File: src/rtl/div_hhb_pkg.sv
// Shared constants, width helpers and FSM states for the truncated-operand HHB divider.
package div_hhb_pkg;

    // Default number of LSBs dropped from B (and twice that from Z)
    localparam int TRUNC_DEF = 6;

    // Reduced dividend width
    function automatic int dw_of(input int t);
        return 32 - 2 * t;
    endfunction

    // Reduced divisor width
    function automatic int vw_of(input int t);
        return 16 - t;
    endfunction

    // One restoring step per dividend bit
    function automatic int n_of(input int t);
        return dw_of(t);
    endfunction

    typedef enum logic [1:0] {
        IDLE = 2'd0,
        CALC = 2'd1,
        DONE = 2'd2
    } state_t;

endpackage

File: src/rtl/div_restore_step.sv
// One combinational radix-2 restoring division step.
module div_restore_step #(
    parameter int VW = 10
) (
    input  logic [VW-1:0] rem,
    input  logic          din,
    input  logic [VW-1:0] div,
    output logic [VW-1:0] rem_nxt,
    output logic          qbit
);

    logic [VW:0] trial;

    // Shift in the next dividend bit; subtract when the divisor fits.
    // rem < div holds on entry, so trial < 2*div and the difference fits in VW bits.
    always_comb begin
        trial   = {rem, din};
        qbit    = (trial >= {1'b0, div});
        rem_nxt = qbit ? VW'(trial - {1'b0, div}) : trial[VW-1:0];
    end

endmodule

File: src/rtl/div32u_hhb_seq.sv
// Sequential approximate unsigned divider: recovers the reduced factor of an HHB product.
module div32u_hhb_seq
    import div_hhb_pkg::*;
#(
    parameter int TRUNC = TRUNC_DEF
) (
    input  logic                    CLK,
    input  logic                    RST,
    input  logic                    in_valid,
    output logic                    in_ready,
    input  logic [31:0]             Z,
    input  logic [15:0]             B,
    output logic                    out_valid,
    input  logic                    out_ready,
    output logic [15:0]             Q,
    output logic [vw_of(TRUNC)-1:0] R,
    output logic                    OVF,
    output logic                    DZ
);

    localparam int DW = dw_of(TRUNC);
    localparam int VW = vw_of(TRUNC);
    localparam int N  = n_of(TRUNC);
    localparam int CW = 6;

    state_t          state, state_n;
    logic [DW-1:0]   zd;
    logic [VW-1:0]   bd;
    logic [VW-1:0]   rem;
    logic [DW-1:0]   q;
    logic [CW-1:0]   cnt;

    logic            accept;
    logic [VW-1:0]   b_red;
    logic [VW-1:0]   rem_nxt;
    logic            qbit;
    logic [DW-1:0]   q_fin;
    logic            ovf_fin;
    logic [15:0]     q_fmt;
    logic            unused_bits;

    assign in_ready  = (state == IDLE);
    assign out_valid = (state == DONE);
    assign accept    = in_valid & in_ready;
    assign b_red     = B[15 -: VW];

    // Dropped LSBs, and the quotient MSB that shifts out on the final step
    assign unused_bits = ^{Z, B, q[DW-1]};

    div_restore_step #(.VW(VW)) u_step (
        .rem     (rem),
        .din     (zd[DW-1]),
        .div     (bd),
        .rem_nxt (rem_nxt),
        .qbit    (qbit)
    );

    // Final quotient including this cycle's bit, and its saturated 16-bit form
    always_comb begin
        q_fin   = {q[DW-2:0], qbit};
        ovf_fin = |q_fin[DW-1:VW];
        q_fmt   = ovf_fin ? 16'hFFFF : (16'(q_fin[VW-1:0]) << TRUNC);
    end

    // State register
    always_ff @(posedge CLK) begin
        if (RST) state <= IDLE;
        else     state <= state_n;
    end

    // Next-state logic
    always_comb begin
        state_n = state;
        case (state)
            IDLE: if (accept) state_n = (b_red == '0) ? DONE : CALC;
            CALC: if (cnt == '0) state_n = DONE;
            DONE: if (out_ready) state_n = IDLE;
            default: state_n = IDLE;
        endcase
    end

    // Operand capture, iteration datapath and result registers
    always_ff @(posedge CLK) begin
        if (RST) begin
            zd  <= '0;
            bd  <= '0;
            rem <= '0;
            q   <= '0;
            cnt <= '0;
            Q   <= '0;
            R   <= '0;
            OVF <= 1'b0;
            DZ  <= 1'b0;
        end else begin
            case (state)
                IDLE: begin
                    if (accept) begin
                        zd  <= Z[31 -: DW];
                        bd  <= b_red;
                        rem <= '0;
                        q   <= '0;
                        cnt <= CW'(N - 1);
                        if (b_red == '0) begin
                            Q   <= 16'hFFFF;
                            R   <= '0;
                            OVF <= 1'b0;
                            DZ  <= 1'b1;
                        end
                    end
                end
                CALC: begin
                    rem <= rem_nxt;
                    q   <= q_fin;
                    zd  <= {zd[DW-2:0], 1'b0};
                    cnt <= cnt - CW'(1);
                    if (cnt == '0) begin
                        Q   <= q_fmt;
                        R   <= rem_nxt;
                        OVF <= ovf_fin;
                        DZ  <= 1'b0;
                    end
                end
                default: ;
            endcase
        end
    end

endmodule

File: config.mk
export PLATFORM = sky130hd
export DESIGN_NAME = div32u_hhb_seq
export DESIGN_NICKNAME = d
export VERILOG_FILES = /design/src/rtl/div_hhb_pkg.sv /design/src/rtl/div_restore_step.sv /design/src/rtl/div32u_hhb_seq.sv
export SDC_FILE = /design/constraint.sdc
export NUM_CORES = 1
export LEC_CHECK = 0
export ABC_AREA = 1
export BUFFER_PORTS_ARGS = -buffer_cell sky130_fd_sc_hd__buf_2
export CAP_MARGIN = 25
export CELL_PAD_IN_SITES_DETAIL_PLACEMENT = 0
export CELL_PAD_IN_SITES_GLOBAL_PLACEMENT = 1
export CORE_UTILIZATION = 31
export DETAILED_ROUTE_END_ITERATION = 6
export GPL_TIMING_DRIVEN = 0
export HOLD_SLACK_MARGIN = 0.08
export PLACE_DENSITY_LB_ADDON = 0.1
export SLEW_MARGIN = 20
export SYNTH_ARGS = -nofsm -noshare
export SYNTH_HDL_FRONTEND = slang
export SYNTH_HIERARCHICAL = 1
export SYNTH_SLANG_ARGS = --single-unit
File: constraint.sdc
create_clock -name CLK -period 2 [get_ports CLK]
set_clock_uncertainty 0.05 [all_clocks]
set_input_delay 0.1 -clock CLK [delete_from_list [all_inputs] [get_ports CLK]]
set_output_delay 0.1 -clock CLK [all_outputs]
set_load 0.02 [all_outputs]
Yosys cells after proc, flatten, opt, wreduce, memory -nomap -nowiden --
Cells that the tools add are included.
Storage, ports and cells: word-level logic and storage cells 60, output and inout port bits 30, register bits 95, input port bits 52
Cells by class: bitwise gates (word level) 1, equal/unequal tests 6, reductions and logical operators 9, $lt $le $gt $ge 1, multiplexer cells 31, add/subtract/negate cells 2
Operator list (count):
- 16-bit 2-to-1 mux | 4
- 10-bit 2-to-1 mux | 5
- 10-bit one-hot mux with 2 select lines | 2
- 20-bit one-hot mux with 2 select lines | 1
- 19-bit one-hot mux with 2 select lines | 1
- 16-bit one-hot mux with 2 select lines | 1
- 20-bit 2-to-1 mux | 1
- 19-bit 2-to-1 mux | 1
- 6-bit one-hot mux with 2 select lines | 1
- 11-bit by 10-bit >= comparator with 1-bit output | 1
- 10-bit zero test | 1
- 10-bit OR reduction | 1
- 10-bit subtractor | 1
- 2-bit 2-to-1 mux | 4
- 6-bit zero test | 1
- 1-bit 2-to-1 mux | 6
- 6-bit 2-to-1 mux | 1
- 2-bit by 1-bit inequality test with 1-bit output (second input constant) | 3
- 2-bit one-hot mux with 3 select lines | 1
- 6-bit by 1-bit subtractor with 6-bit output (second input constant) | 1
- 1-bit one-hot mux with 2 select lines | 2
- 2-bit AND reduction | 2
- 4-bit AND reduction | 1
- 3-bit AND reduction | 1
- other kinds (6) | 6

Depth between registers and ports, before layout --
word-level depth 4, depth in mapped cells 13, depth with buffers taken out 13

By module --
Netlist, hierarchy kept.
By module, submodules not included:
- div32u_hhb_seq | instances 1, seq. area each 1801.7 µm², cells each 454, area an instance 3518.4 µm²
- div_restore_step | instances 1, seq. area each 0.0 µm², cells each 138, area an instance 783.3 µm²

Least setup slack after synthesis --
OpenSTA, ideal clock, no wires.
path type register to register, from reg bd[2], to reg R[2], data arrival time 1681 ps, path buffers 1, path slack 199 ps, data required time 1880 ps, clock period less this slack 1801 ps, cell stages (with the launch flop) 11, library setup time 70 ps, cell sequence dfxtp_1 inv_1 ha_1 nand2_1 nand3_2 nand2_2 nand4_4 buf_12 o21ai_1 nand3_1 a21oi_1
Between the ends: longest elaborated chain between the ends 4, elaborated cells on any way between the ends 5, classes of those cells add/sub (1); order compare (1); mux (3)
RTL lines:
- from (decl) | RTL line div32u_hhb_seq.sv:28 | logic [VW-1:0] bd;
- from (signal assigned) | RTL line div32u_hhb_seq.sv:99 | bd <= b_red;
- 11-bit by 10-bit >= comparator with 1-bit output | RTL line div_restore_step.sv:18 | qbit = (trial >= {1'b0, div});
- net qbit | RTL line div32u_hhb_seq.sv:36 | logic qbit;
- 10-bit 2-to-1 mux | RTL line div_restore_step.sv:19 | rem_nxt = qbit ? VW'(trial - {1'b0, div}) : trial[VW-1:0];
- net rem_nxt[2] | RTL line div32u_hhb_seq.sv:35 | logic [VW-1:0] rem_nxt;
- 10-bit 2-to-1 mux | RTL line div32u_hhb_seq.sv:116 | if (cnt == '0) begin
- 10-bit one-hot mux with 2 select lines | RTL line div32u_hhb_seq.sv:95 | case (state)
- to (signal assigned) | RTL line div32u_hhb_seq.sv:118 | R <= rem_nxt;
- to (decl) | RTL line div32u_hhb_seq.sv:16 | output logic [vw_of(TRUNC)-1:0] R,
The timed path passes the listed nets, and every way through them passes these cells. The select of a mux whose other input is x is not followed. A chain may end at the register's enable or synchronous reset.

Worst setup path in the final report --
from reg rem[3], to reg R[2]
Between the ends: longest elaborated chain between the ends 4
RTL lines:
- from (decl) | RTL line div32u_hhb_seq.sv:29 | logic [VW-1:0] rem;
- from (signal assigned) | RTL line div32u_hhb_seq.sv:112 | rem <= rem_nxt;
- 11-bit by 10-bit >= comparator with 1-bit output | RTL line div_restore_step.sv:18
- net qbit | RTL line div32u_hhb_seq.sv:36
- 10-bit 2-to-1 mux | RTL line div_restore_step.sv:19
- net rem_nxt[2] | RTL line div32u_hhb_seq.sv:35
- 10-bit 2-to-1 mux | RTL line div32u_hhb_seq.sv:116
- 10-bit one-hot mux with 2 select lines | RTL line div32u_hhb_seq.sv:95
The timed path passes the listed nets, and every way through them passes these cells. The select of a mux whose other input is x is not followed.

==> qor.yml <==
antenna_found_initial: 0
async_flop_share_pct: 0
syn_avg_cell_area_um2: 7.266
setup_violations: 0
drt-wirelength-per-cell_um: 13.86
root_buffer: "clkbuf_16"
grt-ovfl-total: 0
clk_pin_slew_ns: 0.07
layout.nets: 773
fmax_mhz: 523.7
ant_nets: 0
post_dp_cell_area_um2: 4832
vdd_drop_max_mv: 0.4828
met1Wirelength_um: 5873
synth_top_area_share_pct: 41.88
synthTopCellsByArea: "dfxtp_1 42%, nand2_1 14%, a21oi_1 9.2%, inv_1 4.5%, nor2_1 3.7%"
yosys-top-cells-count: "165 x nand2_1, 90 x dfxtp_1, 79 x a21oi_1"
grt_max_degree: 16
yosys_warnings: 6
synth_top_area_cell: "dfxtp_1"
htree_levels: 3
critical_path_class: "reg -> reg"
period_needed_ns: 1.910
fin_area_um2: 5844
worstPathMaxFanout: 6
highest_layer: "met4"
cts_buffer_depth: 2
wl_met2_um: 5868
syn_nets: 657
p_leak_nw: 2.422
rows: 42
period_share_pct: 95.48
drt_iter0_drc: 151
worstPathArrival_ns: 2.14
end_kind: "flip-flop"
drc: 0
drv_cap: 0
hp-class: "in -> reg"
numCtsBuffers: 9
core_um2: 13400
grt_pass1_vias: 4021
synthFlopType: "dfxtp_1"
io_pins: 82
crit_required_ns: 2.23
yosysSeqAreaShare_pct: 41.88
finalHoldViolCount: 0
tightest_slew_ns: 0.5862
routabilityCongestion: 0.7934
critPathLaunchType: "flip-flop"
die_width_um: 119.8
cts_tree: "built"
status: "completed"
dp_hpwl_um: 9014
rsz0062_at_grt: "yes"
drtPass1Iterations: 4
slew-limit-headroom_pct: 60.92
drive_gt1_share_pct: 28.79
ys_ff_latch: 90
power_density_nw_per_um2: 1042
post-place-ws_ns: -0.1698
finalSetupTns_ns: 0
grt_usage_pct: 18.00
synth_most_common_cell: "nand2_1"
grt_pass1_wl_um: 20020
yosysUniqueCellTypes: 37
areaGrowthSynthToFinish_pct: 35.86
vias: 4162
clk_latency_ns: 0.34
wl_um: 12310
fp.dieH_um: 119.8
drv_slew: 0
viasPerCell: 4.687
die-area_um2: 14350
synth_cells: 592
initial_core_util_pct: 32.10
setup_slack_ns: 0.09037
synth_edf_count: 0
clock_sinks: 90
numPortBuffers: 62
wl_met3_um: 408
synth_area_um2: 4302
diodes: 0
## through the flow
stage,total power [W],util [%],cells,hold WS [ns]
final,0.006093,43.61,888,0.2161
after floorplan,0.003383,-,592,0.1980
after global placement,0.003861,36.06,830,0.3084
after CTS,0.005943,42.25,882,0.2028
after global routing,0.006465,43.61,888,0.2626
after detailed placement,0.003869,36.06,830,0.3170
## final cells by class
type,instances,area (um^2)
inverter,55,209.0
tap,176,220.2
multi-input combinational,410,2346
sequential,90,1826
timing repair buffer,105,718.2
clock inverter,5,61.31
buffer,37,225.2
fill,1395,7556
clock buffer,10,239.0
## path summary, 6_finish.rpt
check                           startpoint  depth (start not counted)  slack (ns)     end
worst max-delay path                rem[3]                         12        0.09    R[2]
worst min-delay path              in_valid                          5        0.22  cnt[0]
worst max register to register      rem[3]                         12        0.09    R[2]
worst min register to register       zd[4]                          2        0.40   zd[4]
## metal layers
layer,vias up,track usage [%]
met5,-,0
met4,0,5.703
met3,13,3.042
met2,66,30.60
met1,1923,23.11
li1,2160,-
## cell usage in the layout (no fill, tap or decap), drive strengths merged
cell,count
a21oi,81
a22oi,7
a31oi,7
and2,1
buf,99
bufinv,1
clkbuf,22
clkinv,2
dfxtp,90
dlygate4sd3,31
fa,1
ha,12
inv,57
nand2,169
nand3,27
nand3b,4
nand4,9
nor2,46
nor3,1
nor3b,1
o21a,1
o21ai,33
o221ai,5
or2,2
xor2,3
## worst max-delay path, cell delays in order, from the launching register on
cell and delay, ns:
dfxtp_2 0.35, ha_4 0.27, nand2_1 0.08, nand2_2 0.06, nand2_2 0.06, nand2_2 0.06
nand2_2 0.09, nand4_4 0.14, buf_12 0.18, buf_8 0.13, o21ai_2 0.14, nand3_1 0.09
a21oi_1 0.14
## registers in the layout, summed over array words and instances (netlist names), 2 cells and up
signal,cells
state,2
bd,10
zd,20
cnt,6
q,19
Q,11
R,10
rem,10
## report_power, final
group / total (W) / internal (W) / switching (W)
combinational: 0.00227 / 0.000944 / 0.00133
clock: 0.00174 / 0.00100 / 0.000740
sequential: 0.00208 / 0.00196 / 0.000116
total: 0.00609 / 0.00391 / 0.00218
## kinds of logic (layout without fill, tap and decap cells)
| logic type | Yosys count | in the layout | synth area share [%] |
|---|---|---|---|
| simple gates | 260 | 260 | 26.41 |
| compound gates | 134 | 134 | 17.04 |
| buf+inv | 92 | 212 | 10.09 |
| flops | 90 | 90 | 41.88 |
| fa+ha+maj | 13 | 13 | 3.956 |
| xor+xnor | 3 | 3 | 0.6109 |
## repair_timing
action                                  4_1_cts  5_1_grt
hold buffers                                 31        0
endpoints found under the setup margin       20       21
pin swaps                                     7       17
endpoints found under the hold margin        31        0
gates resized for setup                      31       56
buffers inserted                              6        6
Note: power is estimated with default switching activity, not from simulation.
